==> config.mk <==
export PLATFORM = sky130hd
export DESIGN_NAME = lector_teclado_flat
export DESIGN_NICKNAME = d
export VERILOG_FILES = /design/src/rtl/lector_teclado_if.sv /design/src/rtl/lector_teclado.sv /design/src/flat_wrapper.sv
export SDC_FILE = /design/constraint.sdc
export NUM_CORES = 1
export LEC_CHECK = 0
export ABC_AREA = 1
export CAP_MARGIN = 20
export CORE_MARGIN = 2
export CORE_UTILIZATION = 59
export CTS_BUF_LIST = sky130_fd_sc_hd__clkbuf_2
export DETAILED_ROUTE_END_ITERATION = 12
export PLACE_DENSITY = 0.82
export SLEW_MARGIN = 10
export SYNTH_ARGS = -nofsm -noshare
export SYNTH_HDL_FRONTEND = slang
export SYNTH_SLANG_ARGS = --single-unit
==> constraint.sdc <==
create_clock -name clk -period 3.8 [get_ports clk]
set_clock_uncertainty 0.1 [all_clocks]
set_input_delay 0.76 -clock clk [delete_from_list [all_inputs] [get_ports clk]]
set_output_delay 0.76 -clock clk [all_outputs]
set_load 0.02 [all_outputs]
==> src/rtl/lector_teclado_if.sv <==
// ============================================================================
// lector_teclado_if: keypad matrix lines plus key/entry-register outputs.
// Rev 1.0
// ============================================================================
`default_nettype none

interface lector_teclado_if;
  logic [3:0] filas;
  logic [3:0] columnas;
  logic [3:0] tecla;
  logic       tecla_valida;
  logic [3:0] unidades;
  logic [3:0] decenas;
  logic [3:0] centenas;
  logic [3:0] unidadesMillar;

  modport master (
    output filas, tecla, tecla_valida,
    output unidades, decenas, centenas, unidadesMillar,
    input  columnas
  );

  modport slave (
    input  filas, tecla, tecla_valida,
    input  unidades, decenas, centenas, unidadesMillar,
    output columnas
  );
endinterface

`default_nettype wire

==> src/rtl/lector_teclado.sv <==
// ============================================================================
// lector_teclado: 4x4 keypad scanner with frame debouncer and 4-digit entry.
// Rev 1.0
// ============================================================================
`default_nettype none

module lector_teclado #(
  parameter int SCAN_TICKS     = 10000,
  parameter int DEBOUNCE_SCANS = 4
) (
  input wire               clk,
  input wire               rst,
  lector_teclado_if.master bus
);

  localparam int c_TICK_W = $clog2(SCAN_TICKS);
  localparam int c_CNT_W  = $clog2(DEBOUNCE_SCANS + 1);
  localparam logic [c_TICK_W-1:0] c_TICK_LAST = c_TICK_W'(SCAN_TICKS - 1);
  localparam logic [c_CNT_W-1:0]  c_CNT_PRE   = c_CNT_W'(DEBOUNCE_SCANS - 1);
  localparam logic [c_CNT_W-1:0]  c_CNT_ONE   = c_CNT_W'(1);

  typedef enum logic [1:0] {
    S_IDLE       = 2'd0,
    S_CANDIDATO  = 2'd1,
    S_PRESIONADA = 2'd2
  } state_t;

  logic [3:0]          r_col_s1;
  logic [3:0]          r_col_s2;
  logic [c_TICK_W-1:0] r_tick;
  logic [1:0]          r_row;
  logic [3:0]          r_filas;
  logic [1:0]          r_nkeys;
  logic [3:0]          r_acc_code;
  state_t              r_state;
  logic [3:0]          r_cand;
  logic [c_CNT_W-1:0]  r_cnt;
  logic [3:0]          r_tecla;
  logic                r_valida;
  logic [3:0]          r_unidades;
  logic [3:0]          r_decenas;
  logic [3:0]          r_centenas;
  logic [3:0]          r_millar;

  logic                w_sample;
  logic                w_frame_end;
  logic [3:0]          w_low;
  logic [2:0]          w_row_n;
  logic [1:0]          w_col;
  logic [3:0]          w_row_code;
  logic [2:0]          w_tot;
  logic                w_frame_key;
  logic [3:0]          w_frame_code;
  state_t              w_state_nxt;
  logic [3:0]          w_cand_nxt;
  logic [c_CNT_W-1:0]  w_cnt_nxt;
  logic                w_accept;

  function automatic logic [3:0] key_code(input logic [1:0] row, input logic [1:0] col);
    case ({row, col})
      4'd0:    key_code = 4'h1;
      4'd1:    key_code = 4'h2;
      4'd2:    key_code = 4'h3;
      4'd3:    key_code = 4'hA;
      4'd4:    key_code = 4'h4;
      4'd5:    key_code = 4'h5;
      4'd6:    key_code = 4'h6;
      4'd7:    key_code = 4'hB;
      4'd8:    key_code = 4'h7;
      4'd9:    key_code = 4'h8;
      4'd10:   key_code = 4'h9;
      4'd11:   key_code = 4'hC;
      4'd12:   key_code = 4'hE;
      4'd13:   key_code = 4'h0;
      4'd14:   key_code = 4'hF;
      default: key_code = 4'hD;
    endcase
  endfunction

  assign w_sample    = (r_tick == c_TICK_LAST);
  assign w_frame_end = w_sample && (r_row == 2'd3);

  // Lowest low column wins the code; the count catches multi-key rows.
  always_comb begin
    w_low   = ~r_col_s2;
    w_row_n = 3'd0;
    w_col   = 2'd0;
    for (int i = 3; i >= 0; i--) begin
      w_row_n = w_row_n + {2'b00, w_low[i]};
      if (w_low[i]) w_col = 2'(i);
    end
  end

  assign w_row_code   = key_code(r_row, w_col);
  assign w_tot        = {1'b0, r_nkeys} + w_row_n;
  assign w_frame_key  = (w_tot == 3'd1);
  assign w_frame_code = (w_row_n == 3'd1) ? w_row_code : r_acc_code;

  always_ff @(posedge clk or posedge rst) begin
    if (rst) begin
      r_col_s1   <= 4'hF;
      r_col_s2   <= 4'hF;
      r_tick     <= '0;
      r_row      <= 2'd0;
      r_filas    <= 4'b1110;
      r_nkeys    <= 2'd0;
      r_acc_code <= 4'h0;
    end else begin
      r_col_s1 <= bus.columnas;
      r_col_s2 <= r_col_s1;
      if (w_sample) begin
        r_tick  <= '0;
        r_row   <= r_row + 2'd1;
        r_filas <= {r_filas[2:0], r_filas[3]};
        if (w_frame_end) begin
          r_nkeys    <= 2'd0;
          r_acc_code <= 4'h0;
        end else begin
          r_nkeys <= (w_tot >= 3'd2) ? 2'd2 : w_tot[1:0];
          if (w_row_n == 3'd1) r_acc_code <= w_row_code;
        end
      end else begin
        r_tick <= r_tick + c_TICK_W'(1);
      end
    end
  end

  always_comb begin
    w_state_nxt = r_state;
    w_cand_nxt  = r_cand;
    w_cnt_nxt   = r_cnt;
    w_accept    = 1'b0;
    if (w_frame_end) begin
      case (r_state)
        S_IDLE: begin
          if (w_frame_key) begin
            w_cand_nxt = w_frame_code;
            if (DEBOUNCE_SCANS == 1) begin
              w_accept    = 1'b1;
              w_state_nxt = S_PRESIONADA;
              w_cnt_nxt   = '0;
            end else begin
              w_state_nxt = S_CANDIDATO;
              w_cnt_nxt   = c_CNT_ONE;
            end
          end
        end
        S_CANDIDATO: begin
          if (!w_frame_key) begin
            w_state_nxt = S_IDLE;
            w_cnt_nxt   = '0;
          end else if (w_frame_code == r_cand) begin
            if (r_cnt >= c_CNT_PRE) begin
              w_accept    = 1'b1;
              w_state_nxt = S_PRESIONADA;
              w_cnt_nxt   = '0;
            end else begin
              w_cnt_nxt = r_cnt + c_CNT_ONE;
            end
          end else begin
            w_cand_nxt = w_frame_code;
            w_cnt_nxt  = c_CNT_ONE;
          end
        end
        S_PRESIONADA: begin
          if (w_frame_key) begin
            w_cnt_nxt = '0;
          end else if (r_cnt >= c_CNT_PRE) begin
            w_state_nxt = S_IDLE;
            w_cnt_nxt   = '0;
          end else begin
            w_cnt_nxt = r_cnt + c_CNT_ONE;
          end
        end
        default: begin
          w_state_nxt = S_IDLE;
          w_cnt_nxt   = '0;
        end
      endcase
    end
  end

  always_ff @(posedge clk or posedge rst) begin
    if (rst) begin
      r_state <= S_IDLE;
      r_cand  <= 4'h0;
      r_cnt   <= '0;
    end else begin
      r_state <= w_state_nxt;
      r_cand  <= w_cand_nxt;
      r_cnt   <= w_cnt_nxt;
    end
  end

  // Every accept path carries a code equal to the current frame's single key.
  always_ff @(posedge clk or posedge rst) begin
    if (rst) begin
      r_tecla    <= 4'h0;
      r_valida   <= 1'b0;
      r_unidades <= 4'h0;
      r_decenas  <= 4'h0;
      r_centenas <= 4'h0;
      r_millar   <= 4'h0;
    end else begin
      r_valida <= w_accept;
      if (w_accept) begin
        r_tecla <= w_frame_code;
        if (w_frame_code <= 4'h9) begin
          r_millar   <= r_centenas;
          r_centenas <= r_decenas;
          r_decenas  <= r_unidades;
          r_unidades <= w_frame_code;
        end else if (w_frame_code == 4'hC) begin
          r_millar   <= 4'h0;
          r_centenas <= 4'h0;
          r_decenas  <= 4'h0;
          r_unidades <= 4'h0;
        end
      end
    end
  end

  assign bus.filas          = r_filas;
  assign bus.tecla          = r_tecla;
  assign bus.tecla_valida   = r_valida;
  assign bus.unidades       = r_unidades;
  assign bus.decenas        = r_decenas;
  assign bus.centenas       = r_centenas;
  assign bus.unidadesMillar = r_millar;

endmodule

`default_nettype wire
==> src/flat_wrapper.sv <==
// flat-port wrapper written by rule: the top's interface ports become plain ports
module lector_teclado_flat 
#(
  parameter int SCAN_TICKS     = 10000,
  parameter int DEBOUNCE_SCANS = 4
)
  (clk, rst, bus_filas, bus_tecla, bus_tecla_valida, bus_unidades, bus_decenas, bus_centenas, bus_unidadesMillar, bus_columnas);
  lector_teclado_if bus_i ();
  input wire clk;
  input wire rst;
  output wire logic [$bits(bus_i.filas)-1:0] bus_filas;
  output wire logic [$bits(bus_i.tecla)-1:0] bus_tecla;
  output wire logic [$bits(bus_i.tecla_valida)-1:0] bus_tecla_valida;
  output wire logic [$bits(bus_i.unidades)-1:0] bus_unidades;
  output wire logic [$bits(bus_i.decenas)-1:0] bus_decenas;
  output wire logic [$bits(bus_i.centenas)-1:0] bus_centenas;
  output wire logic [$bits(bus_i.unidadesMillar)-1:0] bus_unidadesMillar;
  input wire logic [$bits(bus_i.columnas)-1:0] bus_columnas;
  assign bus_filas = bus_i.filas;
  assign bus_tecla = bus_i.tecla;
  assign bus_tecla_valida = bus_i.tecla_valida;
  assign bus_unidades = bus_i.unidades;
  assign bus_decenas = bus_i.decenas;
  assign bus_centenas = bus_i.centenas;
  assign bus_unidadesMillar = bus_i.unidadesMillar;
  assign bus_i.columnas = bus_columnas;
  lector_teclado #(.SCAN_TICKS(SCAN_TICKS), .DEBOUNCE_SCANS(DEBOUNCE_SCANS)) u_core (.clk(clk), .rst(rst), .bus(bus_i));
endmodule
-- Yosys cells after proc, flatten, opt, wreduce, memory -nomap -nowiden
Memories as Yosys holds them, arrays and structs flattened.
Index checks and enable logic that the tools add are counted.
- flip-flop bits (word level): 64
- memory bits (read-only): 64
- bits of input ports: 6
- output and inout bits: 25
- logic and storage cells: 87
- memories kept: 1
- memory list (name ; depth ; bits a word ; rd ports ; clocked after Yosys merged registers in ; write ports ; RTL line ; text):
    (name not given) ; 16 ; 4 ; 1 ; 0 ; 0 ; lector_teclado.sv:60 ; case ({row, col})
- add/subtract/negate cells: 7
- magnitude comparators: 3
- equal/unequal tests: 15
- multiplexer cells: 36
- bitwise operators: 1
- reduce and logical (&&, ||, !) cells: 8
- operators with widths (kind ; count):
    two-way mux 4 bit ; 10
    two-way mux 2 bit ; 12
    two-way mux 3 bit ; 5
    adder 14 x 1 -> 14 bit (second input constant) ; 1
    == test 14 bit (second input constant) ; 1
    two-way mux 14 bit ; 1
    one-hot mux 3 bit (3 select lines) ; 1
    one-hot mux 4 bit (2 select lines) ; 1
    adder 3 x 1 -> 3 bit ; 2
    == test 3 x 1 -> 1 bit (second input constant) ; 2
    greater-or-equal comparator 3 x 2 -> 1 bit (second input constant) ; 2
    inequality test 2 x 1 -> 1 bit (second input constant) ; 3
    inequality test 3 bit (second input constant) ; 2
    one-hot mux 2 bit (3 select lines) ; 1
    AND reduction 6 bit ; 1
    two-way mux 1 bit ; 5
    AND reduction 5 bit ; 1
    == test 2 bit (second input constant) ; 2
    == test 4 bit ; 1
    == test 4 bit (second input constant) ; 1
    less-or-equal comparator 4 bit (second input constant) ; 1
    inequality test 2 bit (second input constant) ; 2
    NOT 4 bit ; 1
    AND reduction 2 bit ; 2
    8 further kinds ; 9

-- Longest topological paths before layout
An unclocked memory read counts as a cell.
- word-level depth: 13
- mapped depth: 21
- mapped depth without buffers: 20

-- Least setup slack after synthesis
No wires, ideal clock.
- path kind: register to register
- start: register u_core.r_col_s2[2]
- end: register u_core.r_centenas[0] (netlist: u_core.bus.centenas[0])
- data arrival time: 3.242 ns
- data required time: 3.583 ns
- slack: 0.340 ns
- cell stages (with the launch flop): 20
- path buffers: 1
- period minus slack after synthesis: 3.460 ns
- cell sequence: dfstp_2 -> inv_1 -> ha_1 -> inv_1 -> fa_1 -> inv_1 -> ha_1 -> inv_1 -> fa_1 -> xor2_1 -> nand2_1 -> nor2_1 -> nand2_1 -> nor2_1 -> nand2_2 -> nor2_8 -> nand2_4 -> buf_6 -> nand2_1 -> nand2_1
- longest elaborated chain between the ends: 12
- elaborated cells between the ends (all ways): 22
- ends and longest elaborated chain (item ; RTL line ; text):
    start: declaration ; lector_teclado.sv:29 ; logic [3:0] r_col_s2;
    start signal: assignment ; lector_teclado.sv:110 ; r_col_s2 <= r_col_s1;
    NOT 4 bit * ; lector_teclado.sv:85 ; w_low = ~r_col_s2;
    adder 1 x 1 -> 2 bit / two-way mux 2 bit (equally long branches) ; lector_teclado.sv:89, lector_teclado.sv:90 ;
    adder 3 x 1 -> 3 bit / two-way mux 2 bit (equally long branches) (2 in a row) ; lector_teclado.sv:89, lector_teclado.sv:90 ;
    == test 3 x 1 -> 1 bit / memory (16 x 4 bit) (equally long branches) ; -- ;
    two-way mux 4 bit ; lector_teclado.sv:97 ; assign w_frame_code = (w_row_n == 3'd1) ? w_row_code : r_acc_code;
    == test 4 bit ; lector_teclado.sv:152 ; end else if (w_frame_code == r_cand) begin
    two-way mux 1 bit ; lector_teclado.sv:152 ;
    two-way mux 1 bit ; lector_teclado.sv:149 ; if (!w_frame_key) begin
    two-way mux 1 bit ; lector_teclado.sv:134 ; case (r_state)
    two-way mux 1 bit ; lector_teclado.sv:133 ; if (w_frame_end) begin
    AND reduction 2 bit (no line) ; -- ;
    end signal: assignment ; lector_teclado.sv:210 ; r_centenas <= r_decenas;
    end: declaration ; lector_teclado.sv:42 ; logic [3:0] r_centenas;
Every way passes the cells marked *; elsewhere a longest branch is shown, timed or not.
A chain may end at the register's enable or synchronous reset.

-- Worst setup path after layout
- start: register u_core.r_col_s2[2]
- end: register u_core.r_unidades[0] (netlist: u_core.bus.unidades[0])
- longest elaborated chain between the ends: 12
- elaborated cells between the ends (all ways): 22
- ends and longest elaborated chain (item ; RTL line ; text):
    NOT 4 bit * ; lector_teclado.sv:85 ;
    adder 1 x 1 -> 2 bit / two-way mux 2 bit (equally long branches) ; lector_teclado.sv:89, lector_teclado.sv:90 ;
    adder 3 x 1 -> 3 bit / two-way mux 2 bit (equally long branches) (2 in a row) ; lector_teclado.sv:89, lector_teclado.sv:90 ;
    == test 3 x 1 -> 1 bit / memory (16 x 4 bit) (equally long branches) ; -- ;
    two-way mux 4 bit ; lector_teclado.sv:97 ;
    == test 4 bit ; lector_teclado.sv:152 ;
    two-way mux 1 bit ; lector_teclado.sv:152 ;
    two-way mux 1 bit ; lector_teclado.sv:149 ;
    two-way mux 1 bit ; lector_teclado.sv:134 ;
    two-way mux 1 bit ; lector_teclado.sv:133 ;
    AND reduction 2 bit (no line) ; -- ;
    end signal: assignment ; lector_teclado.sv:212 ; r_unidades <= w_frame_code;
    end: declaration ; lector_teclado.sv:40 ; logic [3:0] r_unidades;
Marked as above.

==> flow_metrics.env <==
export IMPL_num_nets_final=437
export IMPL_layout_drive_gt1_share_pct=14.7
export IMPL_p_leak_uw=0.00187
export IMPL_async_flop_share_pct=100
export IMPL_final_area_sq_um=3720
export IMPL_insertion_delay_ns=0.50
export IMPL_rrSetupSlack_ns=0.36
export IMPL_num_rows=27
export IMPL_fin_crit_ns=3.44
export IMPL_layoutNonFillerInstCount=494
export IMPL_die_w_microns=78.3
export IMPL_synthXorXnorAreaFrac_pct=1.34
export IMPL_fin_hold_ws_ns=0.266
export IMPL_synth_edf_count=0
export IMPL_required_ns=4.16
export IMPL_power_density_nw_per_um2=303
export IMPL_first_pass_iters=4
export IMPL_hold_violations=0
export IMPL_worst_ep_arrival_time_ns=3.79
export IMPL_dieArea_sq_um=6140
export IMPL_yosysWarnings=0
export IMPL_tns_ns=0
export IMPL_synth_cell_type_count=36
export IMPL_synth_simple_area_share_pct=28.6
export IMPL_cp_num_buf_inv=5
export IMPL_start_kind="register"
export IMPL_cts_tree="built"
export IMPL_viasPerCell=5.11
export IMPL_crit_fanout=11
export IMPL_yosys_mux_area_fraction_pct=0
export IMPL_synth_ff_type="dfrtp_1"
export IMPL_synth_common_cells="nand2_1 (104), dfrtp_1 (53), inv_1 (48), nand3_1 (31), o21ai_0 (25)"
export IMPL_antenna_found_initial=0
export IMPL_cts_clk_slew_worst_paths_ns=0.19
export IMPL_grt_max_degree=54
export IMPL_critPathKind="reg2reg"
export IMPL_yosys_area_share_adder_pct=5.83
export IMPL_hp_class="reg2reg"
export IMPL_rsz0062_at_grt="no"
export IMPL_slew_headroom_pct=56.8
export IMPL_synth_compound_area_share_pct=6.87
export IMPL_placedCellCount=475
export IMPL_htreeDepth=3
export IMPL_clock_sinks=64
export IMPL_drtIter0Drc=164
export IMPL_io_buffer_count=30
export IMPL_place_area_sq_um=3620
export IMPL_track_usage_pct=22.1
export IMPL_synth_area_leaders="dfrtp_1 (41%), nand2_1 (12%), dfstp_2 (8.9%)"
export IMPL_fmax_ghz=0.291
export IMPL_maxCapViolCount=0
export IMPL_fillers=436
export IMPL_grt_pass1_vias=2488
export IMPL_setup_violations=0
export IMPL_synth_area_leader_cell="dfrtp_1"
export IMPL_crit_family="adder cells"
export IMPL_outcome="finished, final reports clean"
export IMPL_synth_most_common_cell="nand2_1"
export IMPL_finalCritPeriodShare_pct=90.5
export IMPL_vdd_drop_max_v=0.000196
export IMPL_grt_overflow_total=0
export IMPL_utilization_pct=68.9
export IMPL_pin_count=31
export IMPL_clockRootBuffer="clkbuf_2"
export IMPL_die_h_microns=78.3
export IMPL_start_util_pct=60.3
export IMPL_synth_top_family_by_area="simple AND/OR/NAND/NOR gates"
export IMPL_endpoint_kind="register"
export IMPL_gp_congestion=0.839
export IMPL_path_cells="inv_1, ha_1, inv_1, fa_1, inv_1, ha_1, inv_1, fa_1, xor2_1, nand2_1, nor2_1, nand2_1, nor2_2, nand2_2, nor2_8, buf_4, nand3_1, nand2_1"
export IMPL_critical_path_slowest_cell="dfstp_2"
export IMPL_core_area_sq_um=5410
export IMPL_area_delta_synth_final_pct=14.2
export IMPL_drv_slew=0
export IMPL_cts_made_buffers=9
export IMPL_synth_top_area_share_pct=40.7
export IMPL_netlist_instances=376
export IMPL_ys_ff_latch=64
export IMPL_wire_per_inst_microns=12.1
export IMPL_clockBufferDepth=2
export IMPL_synth_avg_cell_area_sq_um=8.67
export IMPL_worst_path_most_repeated_cell="inv_1"
export IMPL_drt_total_wl_mm=5.98
export IMPL_place_hpwl_mm=4.39
export IMPL_vias=2524
export IMPL_worst_path_largest_cell_delay_ns=0.58
export IMPL_synth_area_sq_um=3260
export IMPL_syn_num_nets=396
export IMPL_drc=0
export IMPL_ant_nets=0
export IMPL_n_antenna_cell=0
export IMPL_grt_pass1_wl_mm=10.6
export IMPL_ys_seq_area_share_pct=49.5
export IMPL_worst_slew_pin_slew_ns=0.649
## final cells by class
class / instances / area, sq um / share of cell area, %
sequential: 64 / 1620 / 43.4
multi-input combinational: 253 / 1390 / 37.4
tap: 72 / 90.1 / 2.42
timing repair buffer: 36 / 345 / 9.27
clock buffer: 11 / 55.1 / 1.48
clock inverter: 5 / 26.3 / 0.706
inverter: 53 / 199 / 5.34
## through the flow
stage               worst slack (ns)  total power, uW
finish                         0.361             1130
global route                  0.0403             1180
CTS                            0.150             1140
global placement               0.261              812
detailed placement             0.200              816
floorplan                      0.340              789
## flip-flops by register name (all words and copies together), names as in the netlist
| register | flops |
|---|---|
| u_core.r_row | 2 |
| u_core.r_acc_code | 4 |
| u_core.r_tick | 14 |
| u_core.r_col_s2 | 4 |
| u_core.bus.tecla | 4 |
| u_core.r_cnt | 3 |
| u_core.r_state | 2 |
| u_core.bus.centenas | 4 |
| u_core.r_col_s1 | 4 |
| u_core.r_cand | 4 |
| u_core.bus.tecla_valida | 1 |
| u_core.r_nkeys | 2 |
| u_core.bus.decenas | 4 |
| u_core.bus.unidadesMillar | 4 |
| u_core.bus.filas | 4 |
| u_core.bus.unidades | 4 |
## worst reg2reg max path, delay by kind of cell (launching register included)
kind                       cells  cell delay, ns
adders and majority gates      4            1.27
and+or+nand+nor                8            0.90
DFF                            1            0.58
buffers and inverters          5            0.44
xor gates and xnor gates       1            0.14
## path summary, 6_finish.rpt
kind                               startpoint                     end  depth (start not counted)
max in group asynchronous                 rst        u_core.r_tick[0]                          3
min                        u_core.r_col_s1[0]      u_core.r_col_s2[0]                          0
max reg2reg                u_core.r_col_s2[2]  u_core.bus.unidades[0]                         18
max                        u_core.r_col_s2[2]  u_core.bus.unidades[0]                         18
min in group asynchronous                 rst       u_core.r_tick[12]                          2
min reg2reg                u_core.r_col_s1[0]      u_core.r_col_s2[0]                          0
## timing repair
item / in CTS / in global routing
hold buffers: 0 / 0
setup endpoints to repair: 0 / 19
buffers inserted: 0 / 3
gates resized for setup: 0 / 1
## per-layer routing
metal	GRT usage, %	vias up	wire (microns)
li1	-	1277	-
met1	26.9	1192	2700
met2	37.1	39	2930
met3	4.94	16	194
met4	11.2	0	157
met5	0	-	0
## logic make-up (layout without fill, tap and decap cells)
logic type      after synthesis  count (layout)
simple gates                193             193
flops                        64              64
buf+inv                      59             105
compound gates               41              41
fa+ha+maj                    14              14
xor+xnor                      5               5
## where the power goes
| group | switching [uW] | total, uW | leakage [uW] | internal [uW] |
|---|---|---|---|---|
| combinational | 76.7 | 110 | 0.000972 | 33.6 |
| sequential | 4.11 | 694 | 0.000841 | 690 |
| clock | 239 | 325 | 0.0000591 | 86.1 |
| total | 320 | 1130 | 0.00187 | 809 |
## cell usage in the layout, fill, tap and decap left out, types with 2 or more instances in the layout
master,n
a21oi_1,8
buf_4,6
clkbuf_2,11
clkdlybuf4s50_1,30
clkinv_1,3
clkinv_2,3
dfrtp_1,53
dfstp_2,11
fa_1,2
ha_1,12
inv_1,47
inv_2,4
nand2_1,104
nand2_2,8
nand2_4,5
nand3_1,31
nand3b_1,2
nand4_1,5
nor2_1,19
nor2_2,3
nor2_4,5
nor3_1,6
o21ai_0,25
o22ai_1,2
xor2_1,5
(Power assumes the default switching activity.)
